`src/rtl/bk_bus_pkg.sv`:
```
// Shared types and constants for the BK Q-bus cycle controller.
// The optional bus timeout is enabled with BK_BUS_TIMEOUT_EN.
package bk_bus_pkg;

  typedef enum logic [2:0] {
    ST_IDLE,
    ST_DECODE,
    ST_WAIT,
    ST_REPLY,
    ST_ERROR
  } bus_state_e;

  // adrs[15:7] value that selects the on-chip register page
  localparam logic [8:0]  ADR_REG_BASE = 9'o777;

  localparam logic [15:0] ADR_177660 = 16'o177660;
  localparam logic [15:0] ADR_177662 = 16'o177662;
  localparam logic [15:0] ADR_177664 = 16'o177664;
  localparam logic [15:0] ADR_177714 = 16'o177714;
  localparam logic [15:0] ADR_177716 = 16'o177716;

  localparam logic [15:0] VEC_DEFAULT = 16'o060;
  localparam logic [15:0] VEC_0274    = 16'o0274;

  function automatic logic is_reg_space(input logic [15:0] adrs,
                                        input logic [8:0]  base);
    return adrs[15:7] == base;
  endfunction

endpackage

```
`src/rtl/bk_irq_arbiter.sv`:
```
// Masked fixed-priority interrupt encoder (lowest channel wins) with
// vector lookup and a registered VIRQ gated by CPU priority.
module bk_irq_arbiter
  import bk_bus_pkg::*;
#(
  parameter int               NCH       = 4,
  parameter logic [NCH*16-1:0] VEC_TABLE = {NCH{VEC_DEFAULT}},
  parameter int               IRQ_LEVEL = 1
) (
  input  logic           m_clock,
  input  logic           p_reset,
  input  logic           ce,
  input  logic [NCH-1:0] irq_req,
  input  logic [NCH-1:0] irq_en,
  input  logic [2:0]     psw_pri,
  output logic           win_valid,
  output logic [2:0]     win_idx,
  output logic [15:0]    win_vec,
  output logic           virq_o
);

  localparam logic [3:0] PRI_LIMIT = 4'(IRQ_LEVEL);

  logic [NCH-1:0] active;
  logic           virq_d;
  logic           virq_q;

  // NOTE: every output gets a default before the loop so no path leaves
  // a signal unassigned, which would otherwise infer a latch.
  always_comb begin
    active    = irq_req & irq_en;
    win_valid = 1'b0;
    win_idx   = '0;
    win_vec   = '0;
    // Scan downward so the lowest active channel is the last to write.
    for (int i = NCH - 1; i >= 0; i--) begin
      if (active[i]) begin
        win_valid = 1'b1;
        win_idx   = 3'(i);
        win_vec   = VEC_TABLE[16*i +: 16];
      end
    end
    virq_d = win_valid & ({1'b0, psw_pri} < PRI_LIMIT);
  end

  // NOTE: state registers use non-blocking assignments so all flops
  // sample the same pre-edge values regardless of process order.
  always_ff @(posedge m_clock or posedge p_reset) begin
    if (p_reset) begin
      virq_q <= 1'b0;
    end else if (ce) begin
      virq_q <= virq_d;
    end
  end

  assign virq_o = virq_q;

endmodule

```
`src/rtl/bk_bus_ctrl.sv`:
```
// Q-bus cycle controller: register-space RPLY with wait states, bus error on
// ROM writes (and on timeout when BK_BUS_TIMEOUT_EN is defined), IAKO vectors.
module bk_bus_ctrl
  import bk_bus_pkg::*;
#(
  parameter int                NCH       = 4,
  parameter logic [NCH*16-1:0] VEC_TABLE = {NCH{VEC_DEFAULT}},
  parameter logic [8:0]        REG_BASE  = ADR_REG_BASE,
  parameter int                REG_WAIT  = 1,
  parameter int                TIMEOUT   = 63,
  parameter int                IRQ_LEVEL = 1
) (
  input  logic           m_clock,
  input  logic           p_reset,
  input  logic           ce,
  input  logic           cpu_sync,
  input  logic           cpu_din,
  input  logic           cpu_dout,
  input  logic           cpu_iako,
  input  logic [15:0]    cpu_adrs,
  input  logic           rom_wr,
  input  logic           dev_rply,
  input  logic [NCH-1:0] irq_req,
  input  logic [NCH-1:0] irq_en,
  input  logic [2:0]     psw_pri,
  output logic           reg_sel,
  output logic           rply_o,
  output logic           error_o,
  output logic           virq_o,
  output logic [15:0]    vector_o,
  output logic [NCH-1:0] irq_ack
);

  if (NCH < 1 || NCH > 8) begin : g_bad_nch
    $error("bk_bus_ctrl: NCH must be 1..8");
  end
  if (REG_WAIT < 0 || REG_WAIT > 15) begin : g_bad_wait
    $error("bk_bus_ctrl: REG_WAIT must be 0..15");
  end
  if (TIMEOUT < 1 || TIMEOUT > 255) begin : g_bad_timeout
    $error("bk_bus_ctrl: TIMEOUT must be 1..255");
  end

  bus_state_e     state_q, state_d;
  logic           sync_q, sync_d;
  logic           sync_dly_q, sync_dly_d;
  logic           reg_sel_q, reg_sel_d;
  logic           iako_q, iako_d;
  logic           rom_q, rom_d;
  logic [3:0]     wait_cnt_q, wait_cnt_d;
  logic           rply_q, rply_d;
  logic           error_q, error_d;
  logic [15:0]    vec_q, vec_d;
  logic [NCH-1:0] ack_q, ack_d;

  logic           sync_rise;
  logic           ext_rply;
  logic           to_hit;
  logic           win_valid;
  logic [2:0]     win_idx;
  logic [15:0]    win_vec;

  // Strobe qualifiers and the low address bits do not affect cycle control.
  logic unused_bits;
  assign unused_bits = ^{cpu_din, cpu_dout, cpu_adrs[6:0]};

  bk_irq_arbiter #(
    .NCH       (NCH),
    .VEC_TABLE (VEC_TABLE),
    .IRQ_LEVEL (IRQ_LEVEL)
  ) u_arb (
    .m_clock   (m_clock),
    .p_reset   (p_reset),
    .ce        (ce),
    .irq_req   (irq_req),
    .irq_en    (irq_en),
    .psw_pri   (psw_pri),
    .win_valid (win_valid),
    .win_idx   (win_idx),
    .win_vec   (win_vec),
    .virq_o    (virq_o)
  );

  // External cycles reply straight from the device while waiting.
  assign ext_rply  = (state_q == ST_WAIT) && !reg_sel_q && dev_rply;
  assign sync_rise = sync_q & ~sync_dly_q;

`ifdef BK_BUS_TIMEOUT_EN
  logic [7:0] to_cnt_q, to_cnt_d;

  // Counts ce ticks since the cycle was picked up; frozen while replying.
  always_comb begin
    to_cnt_d = to_cnt_q;
    to_hit   = 1'b0;
    case (state_q)
      ST_IDLE:   to_cnt_d = (sync_rise && cpu_sync) ? 8'd1 : 8'd0;
      ST_DECODE: to_cnt_d = to_cnt_q + 8'd1;
      ST_WAIT: begin
        if (!ext_rply) begin
          to_cnt_d = to_cnt_q + 8'd1;
          to_hit   = ({1'b0, to_cnt_q} + 9'd1) >= 9'(TIMEOUT);
        end
      end
      default: to_cnt_d = to_cnt_q;
    endcase
    if (state_q != ST_IDLE && !cpu_sync) to_cnt_d = 8'd0;
  end

  always_ff @(posedge m_clock or posedge p_reset) begin
    if (p_reset) begin
      to_cnt_q <= 8'd0;
    end else if (ce) begin
      to_cnt_q <= to_cnt_d;
    end
  end
`else
  assign to_hit = 1'b0;
`endif

  always_comb begin
    state_d    = state_q;
    sync_d     = cpu_sync;
    sync_dly_d = sync_q;
    reg_sel_d  = reg_sel_q;
    iako_d     = iako_q;
    rom_d      = rom_q;
    wait_cnt_d = wait_cnt_q;
    vec_d      = vec_q;
    ack_d      = '0;

    if (state_q != ST_IDLE && !cpu_sync) begin
      state_d    = ST_IDLE;
      reg_sel_d  = 1'b0;
      iako_d     = 1'b0;
      rom_d      = 1'b0;
      wait_cnt_d = 4'd0;
      vec_d      = '0;
    end else begin
      case (state_q)
        ST_IDLE: begin
          if (sync_rise && cpu_sync) begin
            state_d   = ST_DECODE;
            reg_sel_d = is_reg_space(cpu_adrs, REG_BASE);
            iako_d    = cpu_iako;
            rom_d     = rom_wr;
          end
        end
        ST_DECODE: begin
          if (rom_q) begin
            state_d = ST_ERROR;
          end else if (iako_q) begin
            // Winner is frozen here; later request changes do not matter.
            state_d = ST_REPLY;
            vec_d   = win_valid ? win_vec : 16'd0;
            ack_d   = win_valid ? (NCH'(1) << win_idx) : '0;
          end else if (reg_sel_q) begin
            wait_cnt_d = 4'(REG_WAIT);
            state_d    = (REG_WAIT == 0) ? ST_REPLY : ST_WAIT;
          end else begin
            state_d = ST_WAIT;
          end
        end
        ST_WAIT: begin
          if (reg_sel_q) begin
            wait_cnt_d = wait_cnt_q - 4'd1;
            if (wait_cnt_q <= 4'd1) state_d = ST_REPLY;
          end
          // A reply on the same tick as expiry takes precedence.
          if (state_d == ST_WAIT && to_hit) state_d = ST_ERROR;
        end
        default: state_d = state_q;
      endcase
    end

    rply_d  = (state_d == ST_REPLY);
    error_d = (state_d == ST_ERROR);
  end

  always_ff @(posedge m_clock or posedge p_reset) begin
    if (p_reset) begin
      state_q    <= ST_IDLE;
      // Treat SYNC as already high so a cycle in flight at release is skipped.
      sync_q     <= 1'b1;
      sync_dly_q <= 1'b1;
      reg_sel_q  <= 1'b0;
      iako_q     <= 1'b0;
      rom_q      <= 1'b0;
      wait_cnt_q <= 4'd0;
      rply_q     <= 1'b0;
      error_q    <= 1'b0;
      vec_q      <= '0;
      ack_q      <= '0;
    end else if (ce) begin
      state_q    <= state_d;
      sync_q     <= sync_d;
      sync_dly_q <= sync_dly_d;
      reg_sel_q  <= reg_sel_d;
      iako_q     <= iako_d;
      rom_q      <= rom_d;
      wait_cnt_q <= wait_cnt_d;
      rply_q     <= rply_d;
      error_q    <= error_d;
      vec_q      <= vec_d;
      ack_q      <= ack_d;
    end
  end

  assign reg_sel  = reg_sel_q;
  assign rply_o   = rply_q | ext_rply;
  assign error_o  = error_q;
  assign vector_o = vec_q;
  assign irq_ack  = ack_q;

endmodule
```
`config.mk`:
```
export PLATFORM = sky130hd
export DESIGN_NAME = bk_bus_ctrl
export DESIGN_NICKNAME = d
export VERILOG_FILES = /design/src/rtl/bk_bus_pkg.sv /design/src/rtl/bk_irq_arbiter.sv /design/src/rtl/bk_bus_ctrl.sv
export SDC_FILE = /design/constraint.sdc
export NUM_CORES = 1
export LEC_CHECK = 0
export CELL_PAD_IN_SITES_DETAIL_PLACEMENT = 0
export CELL_PAD_IN_SITES_GLOBAL_PLACEMENT = 1
export CORE_MARGIN = 5
export CORE_UTILIZATION = 33
export CTS_CLUSTER_SIZE = 14
export DETAILED_ROUTE_END_ITERATION = 10
export GPL_TIMING_DRIVEN = 0
export PLACE_DENSITY = 0.77
export SETUP_SLACK_MARGIN = 0.2
export SYNTH_ARGS = -nofsm -noshare
export SYNTH_HDL_FRONTEND = slang
export SYNTH_HIERARCHICAL = 1
export SYNTH_SLANG_ARGS = --single-unit
```
`constraint.sdc`:
```
create_clock -name m_clock -period 2.06 [get_ports m_clock]
set_input_delay 0.412 -clock m_clock [delete_from_list [all_inputs] [get_ports m_clock]]
set_output_delay 0.412 -clock m_clock [all_outputs]
set_load 0.005 [all_outputs]
```
## Word level (Yosys, flattened, before mapping)

Cells that the tools add are included.

- Register bits: 35
- Latch bits: 0
- RAM bits: 0
- Bits in read-only memories: 0
- Bits of input ports: 36
- Output and inout port bits: 24
- Word-level logic and storage cells: 91
- Memories: 0

- Add/subtract/negate cells: 1
- Multipliers: 0
- Div/mod/pow operators: 0
- Order comparisons: 2
- Eq/ne operators: 10
- Shifts and indexed selects: 1
- Multiplexer cells: 44
- Bitwise logic cells: 5
- Reductions and logical operators: 16

Operators by type and width:

| cell | count |
|---|---|
| 16-bit 2-to-1 mux | 5 |
| 4-bit 2-to-1 mux | 10 |
| 6-bit 2-to-1 mux | 4 |
| 3-bit 2-to-1 mux | 5 |
| 1-bit 2-to-1 mux | 14 |
| 9-bit equality test, second input constant | 1 |
| 3-bit != test, second input constant | 3 |
| 3-bit one-hot mux with 3 select lines | 1 |
| 2-bit 2-to-1 mux | 4 |
| 4-bit one-hot mux with 2 select lines | 1 |
| 2-bit nonzero test | 4 |
| 3-bit by 2-bit equality test with 1-bit output, second input constant | 2 |
| 6-bit AND reduction | 1 |
| 3-bit nonzero test | 2 |
| 4-bit AND | 1 |
| 4-bit by 1-bit <= comparator with 1-bit output, second input constant | 1 |
| 1-bit logical AND | 4 |
| 4-bit AND reduction | 1 |
| 1-bit by 3-bit left shift with 4-bit output, first input constant | 1 |
| 4-bit by 1-bit subtractor with 4-bit output, second input constant | 1 |
| 3-bit by 1-bit equality test with 1-bit output, second input constant | 1 |
| 3-bit equality test, second input constant | 1 |
| 3-bit logical NOT | 1 |
| 3-bit by 1-bit less-than comparator with 1-bit output, second input constant | 1 |
| 7 further kinds | 9 |

## Logic depth before layout (Yosys ltp)

Gate-level depths: netlist of run 1.

- Depth in word-level cells: 11
- Mapped depth: 7

## Modules after synthesis

The synthesis of run 1 kept the hierarchy.

By module, submodules not included:

| module | times used | cells each | area an instance (um^2) |
|---|---|---|---|
| bk_bus_ctrl | 1 | 171 | 1740.4 |
| bk_irq_arbiter | 1 | 30 | 237.7 |

## Worst setup path after synthesis of run 1

OpenSTA, ideal clock, no wires.

- Path type: register -> register
- Start point: register state_q[1]
- End point: register wait_cnt_q[1]
- Arrival: 1.666 ns
- Required time: 1.933 ns
- Path slack: 0.267 ns
- Cell stages (with the launch flop): 6
- Clock period less this slack: 1.793 ns
- Path through: dfrtp_1 -> buf_6 -> or4b_1 -> a211oi_2 -> o21a_2 -> mux2_1

- Cells in the longest elaborated chain, start to end: 4
- Elaborated cells between the ends (all ways): 12

Ends and longest elaborated chain:

| item | RTL line | source |
|---|---|---|
| start, declared | bk_bus_ctrl.sv:44 | `bus_state_e state_q, state_d;` |
| start signal, assigned | bk_bus_ctrl.sv:194 | `state_q <= state_d;` |
| 3-bit nonzero test | bk_bus_ctrl.sv:131 | `if (state_q != ST_IDLE && !cpu_sync) begin` |
| 1-bit logical AND | bk_bus_ctrl.sv:131 |  |
| 3-bit != test (no source line), or another cell as far along | - |  |
| 6-bit AND reduction (no source line) | - |  |
| end signal, assigned | bk_bus_ctrl.sv:200 | `wait_cnt_q <= wait_cnt_d;` |
| end, declared | bk_bus_ctrl.sv:50 | `logic [3:0] wait_cnt_q, wait_cnt_d;` |

Parallel ways exist; a longest one is shown, timed or not.
A chain may end at the register's enable or synchronous reset.

## Final worst setup path of run 1

Ends and elaborated chain as after synthesis.

==> reports/qor.yml, run 1 <==
cts_buffer_depth: 2
busiest_layer: "met2"
synth.yosys.warnings: 6
cts-buffers-inserted: 5
synth_edf_count: 0
cp-start-kind: "register"
grt_pass1_wl_um: 7734
grt_max_degree: 21
met3_usage: 0.03406
wl_per_cell_um: 13.06
worstMarginPinSlew_ns: 0.9000
async_flop_share: 1.000
path_max_fanout: 9
portBuffers: 50
insertedDiodeCount: 0
syn2layout_area_growth_pct: 44.28
ios: 60
drt-initial-drc-count: 64
cts_root_buffer: "clkbuf_8"
antenna_found_initial: 0
grt_overflow: 0
final_hold_viol_count: 0
drv_slew: 0
dp_hpwl_um: 3390
ctsHoldBuffers: 0
grt_usage: 0.1278
ys.flop_type: "dfrtp_1"
drive_gt1_frac: 0.2218
yosysMostFrequentCell: "dfrtp_1"
clock_latency_ns: 0.29
die-area_um2: 7643
dp_slack_ns: -0.1435
wl_um: 4688
clkSinkCount: 35
clkTransAtPathRegs_ns: 0.08
status: "finished, final reports clean"
cp.required_ns: 2.24
critPathKind: "register to register"
place.gp.congestion: 0.8244
nets: 321
synth_top_area_frac: 0.4175
die_w_um: 87.43
syn_avg_cell_area_um2: 9.842
grt_use_met2: 0.2192
worstPathArrival_ns: 2.06
hp-class: "primary input to asynchronous set/reset pin"
p_per_area_nw_per_um2: 1040
yosysTopAreaCell: "dfrtp_1"
die_height_um: 87.43
start_util: 0.3361
rows: 28
drc: 0
rsz0062_at_grt: "true"
drt_first_pass_iters: 4
yosys-top-cells-area: "dfrtp_1 42%, mux2i_1 8.1%, buf_4 6.8%"
synthTopCellsByCount: "33 x dfrtp_1, 28 x inv_1, 24 x nand2_1"
synth.ff_latch_count: 35
cts_max_level: 2
grt_pass1_vias: 1611
synth_cell_types: 50
ir_drop_mv: 0.5253
whs_ns: 0.2834
netlist_instances: 201
maxCapViolations: 0
setup_slack_ns: 0.1791
cp-end-kind: "register"
p_leak_nw: 1.403
cts_tree: "built"
setup_violations: 0
gr-usage-met1: 0.1592
period_needed_ns: 1.881
max_slew_margin: 0.3994
syn-cell-area_um2: 1978
skew_ns: 0.007785
drtAntennaViolNets: 0
vias: 1621
seq_area_frac_synth: 0.4440
viasPerCell: 4.515
finalCritPeriodShare: 0.9131
fmax_ghz: 0.5317
core_area_um2: 5886
[path summary, 6_finish.rpt]
path,from,end,depth (start not counted),slack [ns]
worst max-delay path,state_q[1],wait_cnt_q[1],5,0.18
worst min-delay path,p_reset,u_arb/virq_o,2,0.28
worst max register to register,state_q[1],wait_cnt_q[1],5,0.18
worst min register to register,irq_ack[3],irq_ack[3],1,0.51
max in group asynchronous,p_reset,sync_dly_q,3,0.75
min in group m_clock,irq_ack[3],irq_ack[3],1,0.51
[metrics by stage]
step	util	instances	cell area [µm²]	setup TNS (ns)	power, mW
floorplan	-	215	2031	0	1.806
global route	0.4849	359	2854	0	3.199
CTS	0.4722	352	2779	0	2.936
finish	0.4849	359	2854	0	2.969
global placement	0.4460	340	2625	-1.883	2.353
detailed placement	0.4507	341	2653	-1.662	2.374
[layout make-up]
cell class | instances | area, µm²
buffer | 25 | 193.9
clock buffer | 6 | 72.57
clock inverter | 2 | 12.51
fill | 597 | 3032
inverter | 28 | 105.1
multi-input combinational | 127 | 895.9
sequential | 35 | 879.6
tap | 75 | 93.84
timing repair buffer | 61 | 600.6
[critical path: stages (launching register included)]
cell and delay, ns:
dfrtp_1 0.38, buf_6 0.14, or4b_4 0.50, a211oi_4 0.28
o21a_2 0.18, mux2_4 0.30
[flip-flops by register name (all words and copies together), names as in the netlist]
signal        count
reg_sel           1
u_arb/virq_o      1
rply_q            1
vector_o         16
state_q           3
sync_dly_d        1
irq_ack           4
wait_cnt_q        4
error_o           1
rom_q             1
iako_q            1
sync_dly_q        1
[layout by cell type, fill, tap and decap left out, types with 4 or more instances in the layout]
master           netlist  layout
clkbuf_8               0       5
buf_6                  3       4
conb_1                 1      15
inv_1                 28      28
nand2_1               24      24
a21oi_1                9       9
mux2i_1               16      16
buf_4                 18      27
nor2_1                10      10
dfrtp_1               33      32
clkdlybuf4s50_1        0      48
[layer usage]
metal  part of all wire  routed length, µm  vias to the layer above
met4              0.010                 47                        0
met3              0.038                180                        6
met1               0.44               2062                      773
met2               0.51               2397                       33
met5                  0                  0                        -
li1                   -                  -                      809
[cells by family (layout without fill, tap and decap cells)]
family,after synthesis,count (layout),synth area share
simple gates,55,55,0.1461
buf+inv,53,122,0.1467
compound gates,36,36,0.1505
flops,35,35,0.4440
mux,19,19,0.09804
fa+ha+maj,2,2,0.01265
other cells,1,15,0.001896
[timing repair]
| item | CTS | global route |
|---|---|---|
| buffers inserted | 3 | 7 |
| gates resized for setup | 8 | 5 |
| pin swaps | 2 | 5 |
| endpoints found under the setup margin | 8 | 14 |
[report_power, final]
group	leakage, nW	internal [mW]	switching, mW
Combinational	0.913	0.807	0.616
Sequential	0.449	0.912	0.133
Clock	0.0412	0.237	0.265
No activity file was read; power rests on OpenSTA's default activity.
==> inputs of run 2 (changes only) <==
--- a/config.mk
+++ b/config.mk
@@ -14,6 +14,7 @@
 export GPL_TIMING_DRIVEN = 0
 export PLACE_DENSITY = 0.77
 export SETUP_SLACK_MARGIN = 0.2
+export SKIP_LAST_GASP = 1
 export SYNTH_ARGS = -nofsm -noshare
 export SYNTH_HDL_FRONTEND = slang
 export SYNTH_HIERARCHICAL = 1
==> results of run 2 <==
Final layout, timing and power as in run 1 (identical DEF).
==> inputs of run 3 (changes only) <==
--- a/config.mk
+++ b/config.mk
@@ -9,6 +9,7 @@
 export CELL_PAD_IN_SITES_GLOBAL_PLACEMENT = 1
 export CORE_MARGIN = 5
 export CORE_UTILIZATION = 33
+export CTS_BUF_LIST = sky130_fd_sc_hd__clkbuf_8 sky130_fd_sc_hd__clkbuf_16
 export CTS_CLUSTER_SIZE = 14
 export DETAILED_ROUTE_END_ITERATION = 10
 export GPL_TIMING_DRIVEN = 0
==> reports/qor.yml, run 3 (synthesis results as in run 1) <==
cts_buffer_depth: 2  # unchanged
die_w_um: 87.43  # unchanged
ios: 60  # unchanged
tns_ns: 0  # unchanged
viasPerCell: 4.540  # +0.56%
grt_max_degree: 21  # unchanged
clkSinkCount: 35  # unchanged
clock_latency_ns: 0.29  # about the same
path_max_fanout: 9  # unchanged
critPathKind: "register to register"
final_cells: 359  # unchanged
syn2layout_area_growth_pct: 44.28  # unchanged
worstPathArrival_ns: 2.07  # about the same
portBuffers: 50  # unchanged
core_area_um2: 5886  # unchanged
cp.required_ns: 2.24  # about the same
post-route-util: 0.4849  # unchanged
max_slew_margin: 0.3998  # +0.0004140
finalCritPeriodShare: 0.9160  # +0.002879
cp-start-kind: "register"
wl_um: 4708  # +0.43%
skew_ns: 0.009338  # +0.001553 ns
largest_register_ffs: 16  # unchanged
dp_hpwl_um: 3390  # unchanged
drt-initial-drc-count: 64  # unchanged
grt_usage: 0.1278  # unchanged
cp-end-kind: "register"
grt_overflow: 0  # unchanged
cts-buffers-inserted: 5  # unchanged
start_util: 0.3361  # unchanged
maxCapViolations: 0  # unchanged
place.gp.congestion: 0.8244  # unchanged
grt_pass1_wl_um: 7734  # unchanged
p_leak_nw: 1.407  # +0.30%
rsz0062_at_grt: "true"
drive_gt1_frac: 0.2218  # unchanged
setup_violations: 0  # unchanged
final_cell_mix: "48 x clkdlybuf4s50_1, 32 x dfrtp_1, 29 x inv_1, 27 x buf_4, 24 x nand2_1"
p_per_area_nw_per_um2: 1042  # +0.12%
period_needed_ns: 1.887  # +0.005930 ns
drc: 0  # unchanged
drv_slew: 0  # unchanged
mostFrequentLayoutCell: "clkdlybuf4s50_1"
dp_slack_ns: -0.1435  # unchanged
ir_drop_mv: 0.5253  # about the same
total_power_mw: 2.973  # +0.12%
status: "finished, final reports clean"
worstMarginPinSlew_ns: 0.8993  # -0.0006211 ns
hp-class: "primary input to asynchronous set/reset pin"
clkTransAtPathRegs_ns: 0.08  # about the same
insertedDiodeCount: 0  # unchanged
fmax_ghz: 0.5300  # -0.31%
cts_root_buffer: "clkbuf_8"
place_area_um2: 2653  # unchanged
vias: 1630  # +0.56%
drt_first_pass_iters: 4  # unchanged
grt_pass1_vias: 1611  # unchanged
drtAntennaViolNets: 0  # unchanged
die-area_um2: 7643  # unchanged
die_height_um: 87.43  # unchanged
wl_per_cell_um: 13.11  # +0.43%
nets: 321  # unchanged
whs_ns: 0.2833  # -0.00009000 ns
design_area_um2: 2854  # unchanged
antenna_found_initial: 0  # unchanged
setup_slack_ns: 0.1731  # -0.005930 ns
cts_max_level: 2  # unchanged
rows: 28  # unchanged
final_hold_viol_count: 0  # unchanged
cts_tree: "built"
placedCellCount: 341  # unchanged
## run 3: changes by cell type in the layout (fill, tap and decap cells not counted)
cell      change
clkbuf_1      -1
inv_1         +1
## run 3: worst max-delay path: stages (launching register included)
cell	delay, ns
dfrtp_1	0.38
buf_6	0.14
or4b_4	0.50
a211oi_4	0.28
o21a_2	0.18
mux2_4	0.30
## run 3: where the power goes
part           internal [mW]  switching, mW
Combinational          0.808          0.619
Clock                  0.232          0.269
Sequential             0.912          0.134
Total                   1.95           1.02
## run 3: layout make-up
type	count	area, µm²
Buffer	25	193.9
Fill cell	597	3032
Timing Repair Buffer	61	600.6
Multi-Input combinational cell	127	895.9
Inverter	28	105.1
Sequential cell	35	879.6
Clock inverter	3	16.27
Tap cell	75	93.84
Clock buffer	5	68.82
## run 3: repair_timing
item                                   CTS  global route
pin swaps                                2             5
resized for setup                        8             5
setup endpoints to repair                8            14
hold buffers                             0             0
endpoints found under the hold margin    0             0
setup buffers                            3             7
## run 3: metal layers
layer | routed length (µm) | track usage | vias up | share of wire
li1 | - | - | 809 | -
met3 | 163 | 0.03406 | 6 | 0.035
met4 | 46 | 0.03068 | 0 | 0.0098
met1 | 2098 | 0.1592 | 784 | 0.45
met2 | 2400 | 0.2192 | 31 | 0.51
met5 | 0 | 0 | - | 0
## run 3: final timing paths
kind / startpoint / to / slack (ns) / cells past startpoint
setup reg to reg: state_q[1] / wait_cnt_q[1] / 0.17 / 5
hold reg to reg: irq_ack[3] / irq_ack[3] / 0.51 / 1
max in group asynchronous: p_reset / sync_dly_q / 0.75 / 3
hold / removal: p_reset / u_arb/virq_o / 0.28 / 2
setup / recovery: state_q[1] / wait_cnt_q[1] / 0.17 / 5
min in group m_clock: irq_ack[3] / irq_ack[3] / 0.51 / 1
